--- config.mk ---
export PLATFORM = sky130hd
export DESIGN_NAME = rr_arbiter_sync
export DESIGN_NICKNAME = d
export VERILOG_FILES = /design/src/rtl/rr_arbiter_sync.sv
export SDC_FILE = /design/constraint.sdc
export NUM_CORES = 1
export LEC_CHECK = 0
export BUFFER_PORTS_ARGS = -buffer_cell sky130_fd_sc_hd__buf_2
export CAP_MARGIN = 20
export CELL_PAD_IN_SITES_DETAIL_PLACEMENT = 0
export CELL_PAD_IN_SITES_GLOBAL_PLACEMENT = 2
export CORE_MARGIN = 2
export CORE_UTILIZATION = 31
export CTS_CLUSTER_SIZE = 25
export DETAILED_ROUTE_END_ITERATION = 10
export HOLD_SLACK_MARGIN = 0.08
export PLACE_DENSITY_LB_ADDON = 0.3
export SLEW_MARGIN = 20
export SYNTH_ARGS = -nofsm -noshare
export SYNTH_HDL_FRONTEND = slang
export SYNTH_HIERARCHICAL = 1
export SYNTH_SLANG_ARGS = --single-unit
export TNS_END_PERCENT = 1
--- constraint.sdc ---
create_clock -name clk -period 1.8 [get_ports clk]
set_clock_uncertainty 0.15 [all_clocks]
set_input_delay 0.36 -clock clk [delete_from_list [all_inputs] [get_ports clk]]
set_output_delay 0.36 -clock clk [all_outputs]
set_load 0.01 [all_outputs]
--- src/rtl/rr_arbiter_sync.sv ---
// Clocked N-way round-robin arbiter. It shares one four-phase output channel among N
// four-phase requesters whose req/ack lines are asynchronous to clk.

module rr_sync_bit #(
   parameter int STAGES = 2
) (
   input  logic clk,
   input  logic rst,
   input  logic d,
   output logic q
);
   logic [STAGES-1:0] sh_q, sh_d;

   always_comb sh_d = {sh_q[STAGES-2:0], d};

   always_ff @(posedge clk or posedge rst) begin
      if (rst) sh_q <= '0;
      else     sh_q <= sh_d;
   end

   assign q = sh_q[STAGES-1];
endmodule

module rr_arbiter_sync #(
   parameter int N           = 4,
   parameter int SEL_W       = $clog2(N),
   parameter int SYNC_STAGES = 2
) (
   input  logic             clk,
   input  logic             rst,
   input  logic [N-1:0]     req_in,
   output logic [N-1:0]     ack_in,
   output logic             req_out,
   input  logic             ack_out,
   output logic [SEL_W-1:0] sel,
   output logic             busy
);
   typedef enum logic [1:0] {IDLE, REQ, ACK, RTZ} state_t;

   state_t           state_q, state_d;
   logic [SEL_W-1:0] sel_q, sel_d, last_q, last_d, pick;
   logic [N-1:0]     ack_in_q, ack_in_d, rq, hi_mask, req_hi, grant_oh;
   logic             busy_q, busy_d, req_out_q, req_out_d, ak;

   for (genvar gi = 0; gi < N; gi++) begin : g_sync_req
      rr_sync_bit #(.STAGES(SYNC_STAGES)) u_sync_req (
         .clk (clk), .rst (rst), .d (req_in[gi]), .q (rq[gi])
      );
   end

   rr_sync_bit #(.STAGES(SYNC_STAGES)) u_sync_ack (
      .clk (clk), .rst (rst), .d (ack_out), .q (ak)
   );

   function automatic logic [SEL_W-1:0] lowest(input logic [N-1:0] v);
      lowest = '0;
      for (int i = N - 1; i >= 0; i--)
         if (v[i]) lowest = SEL_W'(i);
   endfunction

   // Requests above the last grantee win first; otherwise wrap to the lowest set index.
   always_comb begin
      hi_mask  = ({N{1'b1}} << last_q) << 1;
      req_hi   = rq & hi_mask;
      pick     = (|req_hi) ? lowest(req_hi) : lowest(rq);
      grant_oh = N'(1) << sel_q;
   end

   always_comb begin
      state_d   = state_q;
      sel_d     = sel_q;
      last_d    = last_q;
      busy_d    = busy_q;
      req_out_d = req_out_q;
      ack_in_d  = ack_in_q;
      case (state_q)
         IDLE: if (|rq) begin
            sel_d     = pick;
            last_d    = pick;
            busy_d    = 1'b1;
            req_out_d = 1'b1;
            state_d   = REQ;
         end
         // A grantee withdrawing early is not acted on here; ACK then exits at once.
         REQ: if (ak) begin
            ack_in_d = grant_oh;
            state_d  = ACK;
         end
         ACK: if (!rq[sel_q]) begin
            req_out_d = 1'b0;
            state_d   = RTZ;
         end
         RTZ: if (!ak) begin
            ack_in_d = '0;
            busy_d   = 1'b0;
            state_d  = IDLE;
         end
         default: state_d = IDLE;
      endcase
   end

   always_ff @(posedge clk or posedge rst) begin
      if (rst) begin
         state_q   <= IDLE;
         sel_q     <= '0;
         last_q    <= SEL_W'(N - 1);
         busy_q    <= 1'b0;
         req_out_q <= 1'b0;
         ack_in_q  <= '0;
      end else begin
         state_q   <= state_d;
         sel_q     <= sel_d;
         last_q    <= last_d;
         busy_q    <= busy_d;
         req_out_q <= req_out_d;
         ack_in_q  <= ack_in_d;
      end
   end

   assign ack_in  = ack_in_q;
   assign req_out = req_out_q;
   assign sel     = sel_q;
   assign busy    = busy_q;
endmodule

==> summary.txt <==
Critical path
  • Worst path max stage delay: 0.47 ns
  • Crit-path cells: inv_1 -> ha_1 -> and2_4 -> or4_1 -> o21a_1
  • Worst path arrival time: 1.84 ns
  • Top delay family on crit path: simple AND/OR/NAND/NOR gates
  • Slowest cell on crit path: or4_1
  • Crit. path cell count: 5
  • Reg2reg end: state_q[0]
  • Setup slack, reg-to-reg: 0.04 ns
  • Required time worst endpoint: 1.88 ns
  • Path type of the worst setup path: reg -> reg
  • Critical Path End Type: register
  • Worst r2r path cells: 5
  • Largest fanout on the critical path: 4
  • RR Startpoint: state_q[0]
  • Buf+Inv Stages, Crit Path: 1
  • CP Launch Type: register

Synth
  • FFs w/ async S/R, synth: 1.00
  • Register area share after synthesis: 0.528
  • Syn avg cell area: slightly above 10 sq um
  • Dominant synthesized flop cell: dfrtp_1
  • Post-synthesis cell type count: 29
  • Synth area leaders: dfrtp_1 48%, ha_1 6.0%, dfstp_2 5.0%
  • Post-synthesis mux area share: 0.0490
  • Yosys Warn Count: 6
  • Adder-cell area share of the yosys netlist: 0.0597
  • EDFF count, synth: 0
  • Main combinational cell family by area after synthesis: simple AND/OR/NAND/NOR gates
  • Synth top area share: 0.478
  • Register bit total from synthesis: 22
  • XOR/XNOR Fraction of Synth Area: 0
  • Largest area contributor in the netlist: dfrtp_1
  • Post-Synth Simple-Gate Area: 0.159
  • Cells after Synth: 103
  • Synthesized area: 0.00105 sq mm
  • Synth Area in Compound Gates: 0.152
  • Net count after synthesis: 115

Routing
  • Max Used Layer: met4
  • Routed wire per std cell: 11.2 microns
  • Met3 WL: 72 microns
  • Post-Route M1 WL: roughly 970 microns
  • DR WL met2: around 930 microns
  • DRT Pass-1 Iters: 4
  • Antenna-violating nets left: 0
  • Final WL: 1990 microns
  • Via-to-Cell Ratio: 4.48
  • Total number of vias: roughly 800
  • DRT iter0 DRCs: 18
  • Drc violations: 0

Timing
  • Final worst setup slack: 0.0371 ns
  • Fmax: 567 MHz
  • Slew at the pin with the worst max-slew slack: around 0.52 ns
  • Final Max Tran Viols: 0
  • Hold Vio Cnt, Final: 0
  • Tmin final: 1.76 ns
  • Final setup TNS: 0 ns
  • RSZ-0062 raised after global routing: yes
  • Max-slew headroom: 0.656
  • Final setup viols: 0
  • Final period util: 0.979

Global route
  • Initial antenna violation count: 0
  • First-pass GRT wire length: around 3500 microns
  • Largest net degree at the start of global routing: 14
  • Vias in the first global route: 765
  • Total Routing Usage GR: 0.113
  • Total gr overflow: 0

Power
  • P_sw: just over 700 uW
  • Comb power frac: 0.425
  • Sw Ratio: 0.357
  • Lkg Pwr: 0.000635 uW
  • Internal: 1300 uW
  • Seq pwr share: 0.387
  • PD cells: 1510 mW/mm^2
  • Peak VDD IR: 0.491 mV
  • Power, Total: 2030 uW
  • Clock share of power: 0.188

Die
  • Die Wd: 62.1 microns
  • Starting Density: 0.319
  • Core Region: approximately 0.0033 sq mm
  • # IOs: 15
  • Die span in y: 62.1 microns
  • Rows: 21
  • Die ar.: 0.00386 sq mm

CTS
  • # clock sinks: 22
  • Clk slew on worst S/H paths: 0.14 ns
  • Clk buf depth: 2
  • Clk root buf: clkbuf_4
  • H-tree Lvls: 1
  • CTS tree: built
  • Total CTS buffers: 3
  • Clock Latency Late Sink: 0.32 ns

Status
  • Status: complete, no violations

Cells and area
  • N_diodes: 0
  • Layout Nets: 145
  • Share of cells above drive strength 1: 0.250
  • Area delta synth->final: 28.3%
  • Utilization after layout: 0.409
  • Fill cell count: 329

Placed design
  • Worst slack, placed: 0.0681 ns
  • Input/output buffers: 14
  • HPWL after DPL: 1500 microns
  • GPL Wtd Cong: around 0.73

Min path
  • Hold EP: g_sync_req[2].u_sync_req/sh_q[1]
  • Worst Hold Depth: 0
  • Hold Crit Start: g_sync_req[2].u_sync_req/sh_q[0]
  • Hold crit path type: reg -> reg

Run
  • MaxCap Viol Count: 0
==> power by group through the flow <==
stage               Sequential (uW)  Clock, uW  Combinational (uW)
global placement                793          0                 818
finish                          784        382                 861
floorplan                       782          0                 540
CTS                             785        400                 841
detailed placement              795          0                 828
global route                    807        417                 971
==> stage by stage <==
| step | hold WS [ns] | std cells | area (sq um) |
|---|---|---|---|
| finish | 0.210 | 178 | 1340 |
| floorplan | -0.0488 | 103 | 1050 |
| detailed placement | 0.115 | 167 | 1220 |
| CTS | 0.216 | 177 | 1330 |
| global placement | 0.111 | 167 | 1220 |
| global route | 0.225 | 178 | 1340 |
==> cell families (layout without fill, tap and decap cells) <==
family                   count (synthesis)  count (layout)
buffers and inverters                   14              43
AND/OR/NAND/NOR                         31              31
adder cells (fa/ha/maj)                  5               5
multiplexers                             5               5
flip-flops                              22              22
AO/OA/AOI/OAI                           26              26
==> per-layer routing <==
| metal | up-vias | track usage |
|---|---|---|
| li1 | 406 | - |
| met1 | 376 | 0.144 |
| met2 | 13 | 0.185 |
| met3 | 2 | 0.0344 |
| met4 | 0 | 0.0333 |
| met5 | - | 0 |
==> worst reg2reg max path: cells and delay by family (launching register included) <==
kind | cells | cell delay [ns]
adder cells (fa/ha/maj) | 1 | 0.24
buffers and inverters | 1 | 0.09
AO/OA/AOI/OAI | 1 | 0.12
flip-flops | 1 | 0.42
AND/OR/NAND/NOR | 2 | 0.64
==> state kept, by name, summed over array words and instances (netlist names) <==
| signal | cells |
|---|---|
| ack_in | 4 |
| sel | 2 |
| busy | 1 |
| req_out | 1 |
| last_q | 2 |
| g_sync_req.u_sync_req/sh_q | 8 |
| state_q | 2 |
| u_sync_ack/sh_q | 2 |
==> synth_stat cells, types with 4 or more instances <==
| cell | count |
|---|---|
| a211oi_1 | 4 |
| a21oi_1 | 8 |
| o21ai_0 | 7 |
| inv_1 | 10 |
| nand2_1 | 4 |
| nand2b_1 | 5 |
| dfrtp_1 | 20 |
| ha_1 | 5 |
| nor2_1 | 13 |
| mux2i_1 | 4 |
==> cell usage in the layout (no fill, tap or decap) <==
| cell type | instances |
|---|---|
| or4_1 | 1 |
| buf_4 | 9 |
| or2b_1 | 1 |
| a311oi_1 | 2 |
| nor2_1 | 13 |
| a21oi_1 | 8 |
| bufinv_16 | 1 |
| and2b_1 | 1 |
| dfrtp_1 | 20 |
| nand2_1 | 4 |
| mux2_2 | 1 |
| o21a_1 | 1 |
| o221ai_1 | 1 |
| mux2i_1 | 4 |
| nand2b_1 | 5 |
| nor3_1 | 1 |
| nor2b_1 | 1 |
| o22ai_1 | 2 |
| dlygate4sd3_1 | 6 |
| or3_1 | 1 |
| buf_2 | 14 |
| and2_4 | 1 |
| nor3_4 | 1 |
| ha_1 | 5 |
| inv_1 | 10 |
| nor4_2 | 1 |
| a211oi_1 | 4 |
| o31ai_1 | 1 |
| dfstp_2 | 2 |
| clkbuf_4 | 3 |
| o21ai_0 | 7 |
==> final cells by class <==
type	count	area [sq um]	share of cell area
clock buffer	3	22.5	0.0168
clock inverter	1	30.0	0.0223
inverter	10	37.5	0.0279
multi-input combinational	67	445	0.331
sequential	22	553	0.412
tap	46	57.6	0.0428
timing repair buffer	29	198	0.147
==> timing repair <==
action	CTS	global route
endpoints found under the hold margin	25	0
buffers inserted	0	1
setup endpoints to repair	0	2
hold buffers	6	0
gates resized for setup	0	1
==> how the worst max path moves through the flow <==
stage                           from    endpoint  slack [ns]
after floorplan           state_q[0]  state_q[1]        0.02
after global placement    state_q[0]  state_q[0]        0.11
after detailed placement  state_q[0]  state_q[0]        0.07
after CTS                 state_q[0]  state_q[0]        0.04
after global routing      state_q[0]  state_q[0]       -0.04
final                     state_q[0]  state_q[0]        0.04
(Power assumes the default switching activity.)
